==> src/rtl/alu_pkg.sv <==
// Purpose: shared constants for the down-sampler ALU: operand width, op codes,
//          FSM state encodings and the divide-by-zero result.
// Ports:   none (package).
package alu_pkg;

  localparam int unsigned ALU_WIDTH = 16;

  localparam logic [2:0] OP_PASS = 3'b000;
  localparam logic [2:0] OP_ADD  = 3'b001;
  localparam logic [2:0] OP_SUB  = 3'b010;
  localparam logic [2:0] OP_INC  = 3'b011;
  localparam logic [2:0] OP_DEC  = 3'b100;
  localparam logic [2:0] OP_SHR  = 3'b101;
  localparam logic [2:0] OP_MUL  = 3'b110;
  localparam logic [2:0] OP_DIV  = 3'b111;

  localparam logic [1:0] ST_IDLE = 2'd0;
  localparam logic [1:0] ST_EXEC = 2'd1;
  localparam logic [1:0] ST_DONE = 2'd2;

  // All-ones; truncated to the operand width at the point of use.
  localparam logic [63:0] DIV_ZERO_RES = '1;

  // MUL and DIV take the iterative path; everything else is single-cycle.
  function automatic logic is_iter_op(input logic [2:0] op);
    return (op == OP_MUL) || (op == OP_DIV);
  endfunction

endpackage

==> src/rtl/alu_iter_core.sv <==
// Purpose: iterative MUL (shift-add) and DIV (restoring shift-subtract) datapath.
// Ports:   clk, rst      - clock, synchronous active-high reset
//          i_load        - latch operands and clear the accumulator
//          i_step        - perform one iteration
//          i_is_div      - operation select, sampled with i_load
//          i_a, i_b      - operands, sampled with i_load
//          o_result      - product low half or quotient (valid after WIDTH steps)
module alu_iter_core
  import alu_pkg::*;
#(
  parameter int unsigned WIDTH = ALU_WIDTH
) (
  input  logic             clk,
  input  logic             rst,
  input  logic             i_load,
  input  logic             i_step,
  input  logic             i_is_div,
  input  logic [WIDTH-1:0] i_a,
  input  logic [WIDTH-1:0] i_b,
  output logic [WIDTH-1:0] o_result
);

  // r_acc: product accumulator (MUL) or partial remainder (DIV)
  // r_opa: shifted multiplicand (MUL) or dividend/quotient shift register (DIV)
  // r_opb: shifted multiplier (MUL) or divisor (DIV)
  logic [WIDTH-1:0] r_acc;
  logic [WIDTH-1:0] r_opa;
  logic [WIDTH-1:0] r_opb;
  logic             r_is_div;
  logic             r_b_zero;

  logic [WIDTH:0]   w_rem_sh;
  logic [WIDTH:0]   w_rem_sub;
  logic             w_fits;
  logic [WIDTH-1:0] w_mul_acc;

  // One step of each algorithm; the remainder needs one extra bit before the compare.
  always_comb begin
    w_rem_sh  = {r_acc, r_opa[WIDTH-1]};
    w_rem_sub = w_rem_sh - {1'b0, r_opb};
    w_fits    = (w_rem_sh >= {1'b0, r_opb});
    w_mul_acc = r_acc + (r_opb[0] ? r_opa : '0);
  end

  always_ff @(posedge clk) begin
    if (rst) begin
      r_acc    <= '0;
      r_opa    <= '0;
      r_opb    <= '0;
      r_is_div <= 1'b0;
      r_b_zero <= 1'b0;
    end else if (i_load) begin
      r_acc    <= '0;
      r_opa    <= i_a;
      r_opb    <= i_b;
      r_is_div <= i_is_div;
      r_b_zero <= (i_b == '0);
    end else if (i_step) begin
      if (r_is_div) begin
        // Remainder after a successful subtract is below the divisor, so it fits WIDTH bits.
        r_acc <= w_fits ? WIDTH'(w_rem_sub) : WIDTH'(w_rem_sh);
        r_opa <= {r_opa[WIDTH-2:0], w_fits};
      end else begin
        r_acc <= w_mul_acc;
        r_opa <= {r_opa[WIDTH-2:0], 1'b0};
        r_opb <= {1'b0, r_opb[WIDTH-1:1]};
      end
    end
  end

  assign o_result = r_is_div ? (r_b_zero ? WIDTH'(DIV_ZERO_RES) : r_opa) : r_acc;

endmodule

==> src/rtl/alu_unit.sv <==
// Purpose: sequential ALU feeding the register file c_in bus; single-cycle
//          PASS/ADD/SUB/INC/DEC/SHR and iterative MUL/DIV.
// Ports:   clk, rst      - clock, synchronous active-high reset
//          start, op     - launch request and op code (sampled only in IDLE)
//          a_in, b_in    - operands, sampled with start
//          busy          - an operation is outstanding (until done drops)
//          done          - one-cycle pulse, destination register write enable
//          c_out, z_flag - result and zero flag, updated only with done
module alu_unit
  import alu_pkg::*;
#(
  parameter int unsigned WIDTH = ALU_WIDTH,
  parameter int unsigned ITER  = WIDTH
) (
  input  logic             clk,
  input  logic             rst,
  input  logic             start,
  input  logic [2:0]       op,
  input  logic [WIDTH-1:0] a_in,
  input  logic [WIDTH-1:0] b_in,
  output logic             busy,
  output logic             done,
  output logic [WIDTH-1:0] c_out,
  output logic             z_flag
);

  localparam int unsigned CNT_W = (ITER > 1) ? $clog2(ITER) : 1;

  logic [1:0]       r_state;
  logic [CNT_W-1:0] r_cnt;
  logic [WIDTH-1:0] r_quick;
  logic             r_iter;
  logic             r_busy;
  logic             r_done;
  logic [WIDTH-1:0] r_c;
  logic             r_z;

  logic [1:0]       w_state_nxt;
  logic             w_accept;
  logic             w_load;
  logic             w_step;
  logic             w_finish;
  logic [WIDTH-1:0] w_quick;
  logic [WIDTH-1:0] w_core_res;
  logic [WIDTH-1:0] w_final;

  // State register
  always_ff @(posedge clk) begin
    if (rst) r_state <= ST_IDLE;
    else     r_state <= w_state_nxt;
  end

  // Next state and control strobes
  always_comb begin
    w_state_nxt = r_state;
    w_accept    = 1'b0;
    w_load      = 1'b0;
    w_step      = 1'b0;
    w_finish    = 1'b0;
    case (r_state)
      ST_IDLE: begin
        if (start) begin
          w_accept = 1'b1;
          if (is_iter_op(op)) begin
            w_load      = 1'b1;
            w_state_nxt = ST_EXEC;
          end else begin
            w_state_nxt = ST_DONE;
          end
        end
      end
      ST_EXEC: begin
        w_step = 1'b1;
        if (r_cnt == '0) w_state_nxt = ST_DONE;
      end
      ST_DONE: begin
        w_finish    = 1'b1;
        w_state_nxt = ST_IDLE;
      end
      default: w_state_nxt = ST_IDLE;
    endcase
  end

  // Single-cycle results
  always_comb begin
    w_quick = '0;
    case (op)
      OP_PASS: w_quick = a_in;
      OP_ADD:  w_quick = a_in + b_in;
      OP_SUB:  w_quick = a_in - b_in;
      OP_INC:  w_quick = a_in + WIDTH'(1);
      OP_DEC:  w_quick = a_in - WIDTH'(1);
      OP_SHR:  w_quick = {1'b0, a_in[WIDTH-1:1]};
      default: w_quick = '0;
    endcase
  end

  assign w_final = r_iter ? w_core_res : r_quick;

  // Counter, captured result and registered outputs
  always_ff @(posedge clk) begin
    if (rst) begin
      r_cnt   <= '0;
      r_quick <= '0;
      r_iter  <= 1'b0;
      r_busy  <= 1'b0;
      r_done  <= 1'b0;
      r_c     <= '0;
      r_z     <= 1'b0;
    end else begin
      r_done <= w_finish;
      // busy stays up through the done cycle, not just while the FSM is away from IDLE
      r_busy <= (w_state_nxt != ST_IDLE) || w_finish;
      if (w_accept) begin
        r_quick <= w_quick;
        r_iter  <= is_iter_op(op);
      end
      if (w_load)                      r_cnt <= CNT_W'(ITER - 1);
      else if (w_step && r_cnt != '0)  r_cnt <= r_cnt - CNT_W'(1);
      if (w_finish) begin
        r_c <= w_final;
        r_z <= (w_final == '0);
      end
    end
  end

  alu_iter_core #(.WIDTH(WIDTH)) u_iter_core (
    .clk      (clk),
    .rst      (rst),
    .i_load   (w_load),
    .i_step   (w_step),
    .i_is_div (op == OP_DIV),
    .i_a      (a_in),
    .i_b      (b_in),
    .o_result (w_core_res)
  );

  assign busy   = r_busy;
  assign done   = r_done;
  assign c_out  = r_c;
  assign z_flag = r_z;

endmodule

==> config.mk <==
export PLATFORM = sky130hd
export DESIGN_NAME = alu_unit
export DESIGN_NICKNAME = d
export VERILOG_FILES = /design/src/rtl/alu_pkg.sv /design/src/rtl/alu_iter_core.sv /design/src/rtl/alu_unit.sv
export SDC_FILE = /design/constraint.sdc
export NUM_CORES = 1
export LEC_CHECK = 0
export CORE_UTILIZATION = 54
export CTS_CLUSTER_DIAMETER = 200
export CTS_CLUSTER_SIZE = 24
export DETAILED_ROUTE_END_ITERATION = 12
export GPL_TIMING_DRIVEN = 0
export PLACE_DENSITY = 0.9
export SYNTH_ARGS = -nofsm -noshare
export SYNTH_HDL_FRONTEND = slang
export SYNTH_SLANG_ARGS = --single-unit
==> constraint.sdc <==
create_clock -name clk -period 4.4 [get_ports clk]
set_input_delay 1.32 -clock clk [delete_from_list [all_inputs] [get_ports clk]]
set_output_delay 1.32 -clock clk [all_outputs]
set_load 0.02 [all_outputs]
* Word level (Yosys, flattened, before mapping)
Index checks and enable logic that the tools add are counted.
Cells by class: add/subtract/negate cells 7, $lt $le $gt $ge 1, equal/unequal tests 10, mux-type cells 26, reductions and logical operators 14
Operators by type and width (count):
- $mux W16 | 11
- $pmux W16 S6 | 1
- $add A16 B16 Y16 | 2
- $logic_not A16 Y1 | 2
- $sub A16 B16 Y16 | 2
- $ge A17 B16 Y1 | 1
- $add A16 B1 Y16 const B | 1
- $sub A16 B1 Y16 const B | 1
- $eq A3 B3 Y1 const B | 4
- $mux W1 | 8
- $mux W4 | 2
- $eq A3 B2 Y1 const B | 2
- $mux W2 | 3
- $reduce_bool A2 Y1 | 3
- $logic_not A4 Y1 | 1
- $pmux W2 S2 | 1
- $reduce_bool A4 Y1 | 1
- $sub A4 B1 Y4 const B | 1
- $eq A3 B1 Y1 const B | 1
- $logic_not A3 Y1 | 1
- $eq A2 B1 Y1 const B | 1
- $eq A2 B2 Y1 const B | 1
- $logic_not A2 Y1 | 1
- $logic_or A1 B1 Y1 | 2
- 4 further kinds | 4
Word-level totals: register bits 92, input bits 38, output and inout bits 19, word-level logic and storage cells 71

* Depth between registers and ports, before layout
depth after elaboration 7, mapped depth 17, mapped depth without buffers 15

* Cells and area by module
Synthesis repeated with hierarchy kept, for this count alone.
Unflattened totals: cells, all modules 993, area, all modules 7601.0 um^2
Modules (own cells, without submodules):
- alu_iter_core | instances 1, cells an instance 544, area each 4132.7 um^2, sequential area each 1001.0 um^2
- alu_unit | instances 1, cells an instance 449, area each 3468.3 um^2, sequential area each 840.8 um^2

* Least setup slack after synthesis
OpenSTA, ideal clock, no wires.
path type input port to flip-flop, start input op[1], end register r_quick[12], setup time 0.128 ns, arrival 4.266 ns, required time 4.272 ns, path slack 0.006 ns, stages on the path 14, path buffers 3, cells stage by stage clkbuf_1 -> nor2b_1 -> clkbuf_1 -> clkbuf_1 -> o22ai_1 -> fa_1 -> a211o_1 -> a21oi_1 -> o21ai_0 -> o21ai_0 -> o21ai_0 -> xor2_1 -> a221oi_1 -> nor2_1
On the way: longest elaborated chain between the ends 2, elaborated cells between the ends (all ways) 7, those cells by class eq/ne (5); mux (1); reduce/logical (1)
RTL lines:
- from (decl) | line alu_unit.sv:18 | input logic [2:0] op,
- $eq A3 B3 Y1 (tied with other cells) | line alu_unit.sv:87 | case (op)
- $pmux W16 S6 (*) | line alu_unit.sv:87
- to (signal assigned) | line alu_unit.sv:115 | r_quick <= w_quick;
- to (decl) | line alu_unit.sv:31 | logic [WIDTH-1:0] r_quick;
Every way passes the cells marked *; elsewhere a longest branch is shown, timed or not. A chain may end at the register's enable or synchronous reset.

* Worst setup path after layout
start input op[1], end register r_quick[15]
The elaborated chain is that of the path after synthesis.

==> flow_metrics.tcl <==
set metrics [dict create \
    outcome "completed" \
    regToRegEndpoint "u_iter_core.r_acc[14]$_SDFFE_PP0P_" \
    post-route-min-period_ps 4280 \
    ff_latch_area_sq_mm 0.00184 \
    die_area_sq_mm 0.0142 \
    synth.net_count 1072 \
    clock_skew_ps 8.34 \
    netlist.area_leader.share_pct 24.9 \
    cp-end-kind "flop" \
    min_to "z_flag$_SDFFE_PP0P_" \
    worstSkewPairLatency_ps 350 \
    first_pass_iters 6 \
    worstSetupPathType "input port to flop" \
    cp.required_ps 4620 \
    holdBufCountCts 0 \
    num_io_pins 57 \
    fin_ws_ps 119 \
    cts_max_path_buffers 2 \
    drt_iter0_drc 912 \
    synth_cell_types 72 \
    io_buffers 52 \
    powerDensity_mw_per_mm2 296 \
    clkPwrFrac_pct 29.6 \
    tightestPinTransition_ps 806 \
    cts_htree_levels 3 \
    fmax_ghz 0.234 \
    antenna_found_initial 0 \
    viasPerCell 6.53 \
    multi_input_area_sq_mm 0.00531 \
    drc 0 \
    synth_top_cell_by_area "dfxtp_1" \
    pwr-share-comb_pct 34.3 \
    wirelength_mm 23.2 \
    dp_worst_setup_slack_ps -1400 \
    holdPathStages 2 \
    drv_slew 0 \
    core-area_sq_mm 0.0133 \
    final_antenna_net_count 0 \
    root_buffer "clkbuf_16" \
    cts_tree "yes" \
    synth_edf_count 0 \
    diodes 0 \
    startpoint_type "input port" \
    wl_per_cell_um 18.9 \
    hold_path.class "flop to flop" \
    syn_area_per_cell_sq_um 7.53 \
    hold_ws_ps 470 \
    yosysWarnings 0 \
    grt_first_pass_wirelength_mm 37.5 \
    p_int_w 0.00167 \
    fin_nets 1136 \
    netSwitchingPower_w 0.000899 \
    layout-drive-gt1-share_pct 7.61 \
    synth.area.top_cells "dfxtp_1 25%, ha_1 8.3%, nor2_1 7.2%" \
    fillers 1113 \
    cts_buffers 9 \
    fp.dieH_um 119 \
    track_usage_pct 33.1 \
    rows 42 \
    clock_sinks 92 \
    syn_area_sq_mm 0.00739 \
    post-route-period-util_pct 97.3 \
    ff2ff_path_depth 11 \
    setup_violations 0 \
    grt_overflow_total 0 \
    p_leak_nw 3.29 \
    async_reset_ff_share_pct 0 \
    start_util_pct 55.6 \
    p_seq_share_pct 36.1 \
    grt_max_degree 19 \
    path_max_fanout 10 \
    ys_ff_latch 92 \
    vdd_drop_max_uv 187 \
    drv_cap 0 \
    dieWidth_um 119 \
    yosys_most_used_dff "dfxtp_1" \
    routed-via-count 8017 \
    synth_seq_area_share_pct 24.9 \
    hp-start "z_flag$_SDFFE_PP0P_" \
    swShare_pct 35.0 \
    relSlewSlack_pct 46.1 \
    synthCells 982 \
    cp.arrival_ps 4500 \
    area_growth_pct 17.3 \
    finalHoldViolations 0 \
    clk_pin_slew_worst_paths_ps 70 \
    dp_hpwl_mm 17.7 \
    r2r_slack_ps 1380 \
    worstReg2RegStart "u_iter_core.r_opb[0]$_SDFFE_PP0P_" \
    routabilityCongestion 0.969 \
    first_global_vias 7533 \
]
==> layer usage <==
layer | global-route usage, % | part of all wire (%) | up-vias
met5 | 0 | 0 | -
met4 | 20.9 | 5.6 | 0
li1 | - | - | 3731
met1 | 42.7 | 40 | 3705
met2 | 51.4 | 45 | 484
met3 | 5.17 | 9.1 | 97
==> flip-flops by register name (all words and copies together) (netlist names) <==
| register | flops |
|---|---|
| c_out | 16 |
| r_quick | 16 |
| u_iter_core.r_acc | 16 |
| u_iter_core.r_opa | 16 |
| u_iter_core.r_opb | 16 |
| r_cnt | 4 |
| r_state | 2 |
| busy | 1 |
| done | 1 |
| r_iter | 1 |
| u_iter_core.r_b_zero | 1 |
| u_iter_core.r_is_div | 1 |
| z_flag | 1 |
==> cells in the mapped netlist (all sizes together) (4+ instances only) <==
library cell,count
nor4,10
a22oi,16
o22ai,15
clkbuf,51
o21a,9
and3,6
ha,49
nor3,19
a221oi,4
a311oi,32
o21ai,66
or3,12
dfxtp,92
nand2,92
a211oi,26
o22a,15
xor2,11
nand3,18
o31ai,8
a21oi,62
nand2b,9
xnor2,31
a21o,6
nor2b,10
nand4,7
buf,10
mux2i,34
a31oi,8
nor2,141
inv,37
a31o,4
and2,20
==> how the worst max path moves through the flow <==
stage	endpoint	slack, ps	cells after the start	start
floorplan	r_quick[12]$_SDFFE_PP0P_	6	14	op[1]
global placement	r_quick[15]$_SDFFE_PP0P_	-1280	17	op[1]
detailed placement	r_quick[11]$_SDFFE_PP0P_	-1400	18	op[2]
CTS	r_quick[15]$_SDFFE_PP0P_	2	13	b_in[8]
global route	r_quick[12]$_SDFFE_PP0P_	-7	15	op[1]
finish	r_quick[15]$_SDFFE_PP0P_	120	15	op[1]
==> critical path, stage by stage <==
cell and delay, ps:
clkdlybuf4s15_1 340, clkbuf_8 240, nor2b_1 180, clkbuf_4 240, clkbuf_8 190, o22ai_2 100, ha_1 280, nor2b_1 160
o31ai_2 280, a21oi_1 160, o21ai_2 220, o21ai_1 130, o41ai_2 380, xnor2_1 170, o32ai_1 100
==> per-stage QoR <==
stage / TNS [ps] / total power (W) / utilization, % / std cells / instance area, sq um
finish: 0 / 0.00257 / 65.2 / 1227 / 8670
floorplan: 0 / 0.00154 / - / 982 / 7390
global placement: -13550 / 0.00175 / 61.2 / 1210 / 8130
detailed placement: -14220 / 0.00177 / 61.2 / 1210 / 8130
global route: -7.20 / 0.00268 / 65.2 / 1227 / 8670
CTS: 0 / 0.00253 / 64.5 / 1226 / 8580
==> cells by family (layout without fill, tap and decap cells) <==
kind of cell,count (synthesis),in the layout,share of synthesized area (%)
mux,34,34,4.60
compound gates,307,307,28.7
simple gates,357,357,22.3
flops,92,92,24.9
xor+xnor,42,42,4.98
fa+ha+maj,52,52,9.10
buf+inv,98,167,5.43
==> final cells by class <==
class | instances | share of cell area (%)
plain buffers | 61 | 3.80
flip-flops and latches | 92 | 21.2
inverters | 37 | 1.60
clock inverters | 7 | 0.808
multi-input cells | 792 | 61.2
clock buffers | 9 | 2.60
well taps | 176 | 2.54
repair buffers | 53 | 6.21
==> cells in the final DEF (no fill, tap or decap), types with 5 or more instances in the layout <==
cell type	instances
o22ai_1	10
nand4_1	7
or3_1	12
a22oi_1	16
o21ai_0	49
mux2i_1	33
a211oi_1	25
dfxtp_1	92
clkbuf_1	39
o21ai_1	12
a21oi_1	62
nor4_1	8
a21o_1	6
nand3_1	18
xnor2_1	31
o22ai_2	5
nand2b_1	9
nor2b_1	9
clkdlybuf4s50_1	44
nor3_1	16
clkbuf_2	5
nand2_1	90
and3_1	6
a31oi_1	8
dlymetal6s2s_1	6
inv_1	37
a311oi_1	32
ha_1	48
clkbuf_16	9
o22a_1	15
xor2_1	11
o31ai_1	6
o21a_1	9
nor2_1	138
and2_1	18
==> power groups by stage <==
stage	clock [W]	sequential, W	combinational (W)
after floorplan	0	0.000947	0.000592
after global placement	0	0.000941	0.000805
after detailed placement	0	0.000943	0.000824
after CTS	0.000757	0.000925	0.000851
after global routing	0.000791	0.000932	0.000955
final	0.000760	0.000927	0.000881
==> what timing repair did <==
item | CTS | global route
setup buffers | 0 | 1
gates cloned | 0 | 0
endpoints found under the setup margin | 15 | 10
resized for setup | 48 | 26
pin swaps | 2 | 4
No activity file was read; power rests on OpenSTA's default activity.
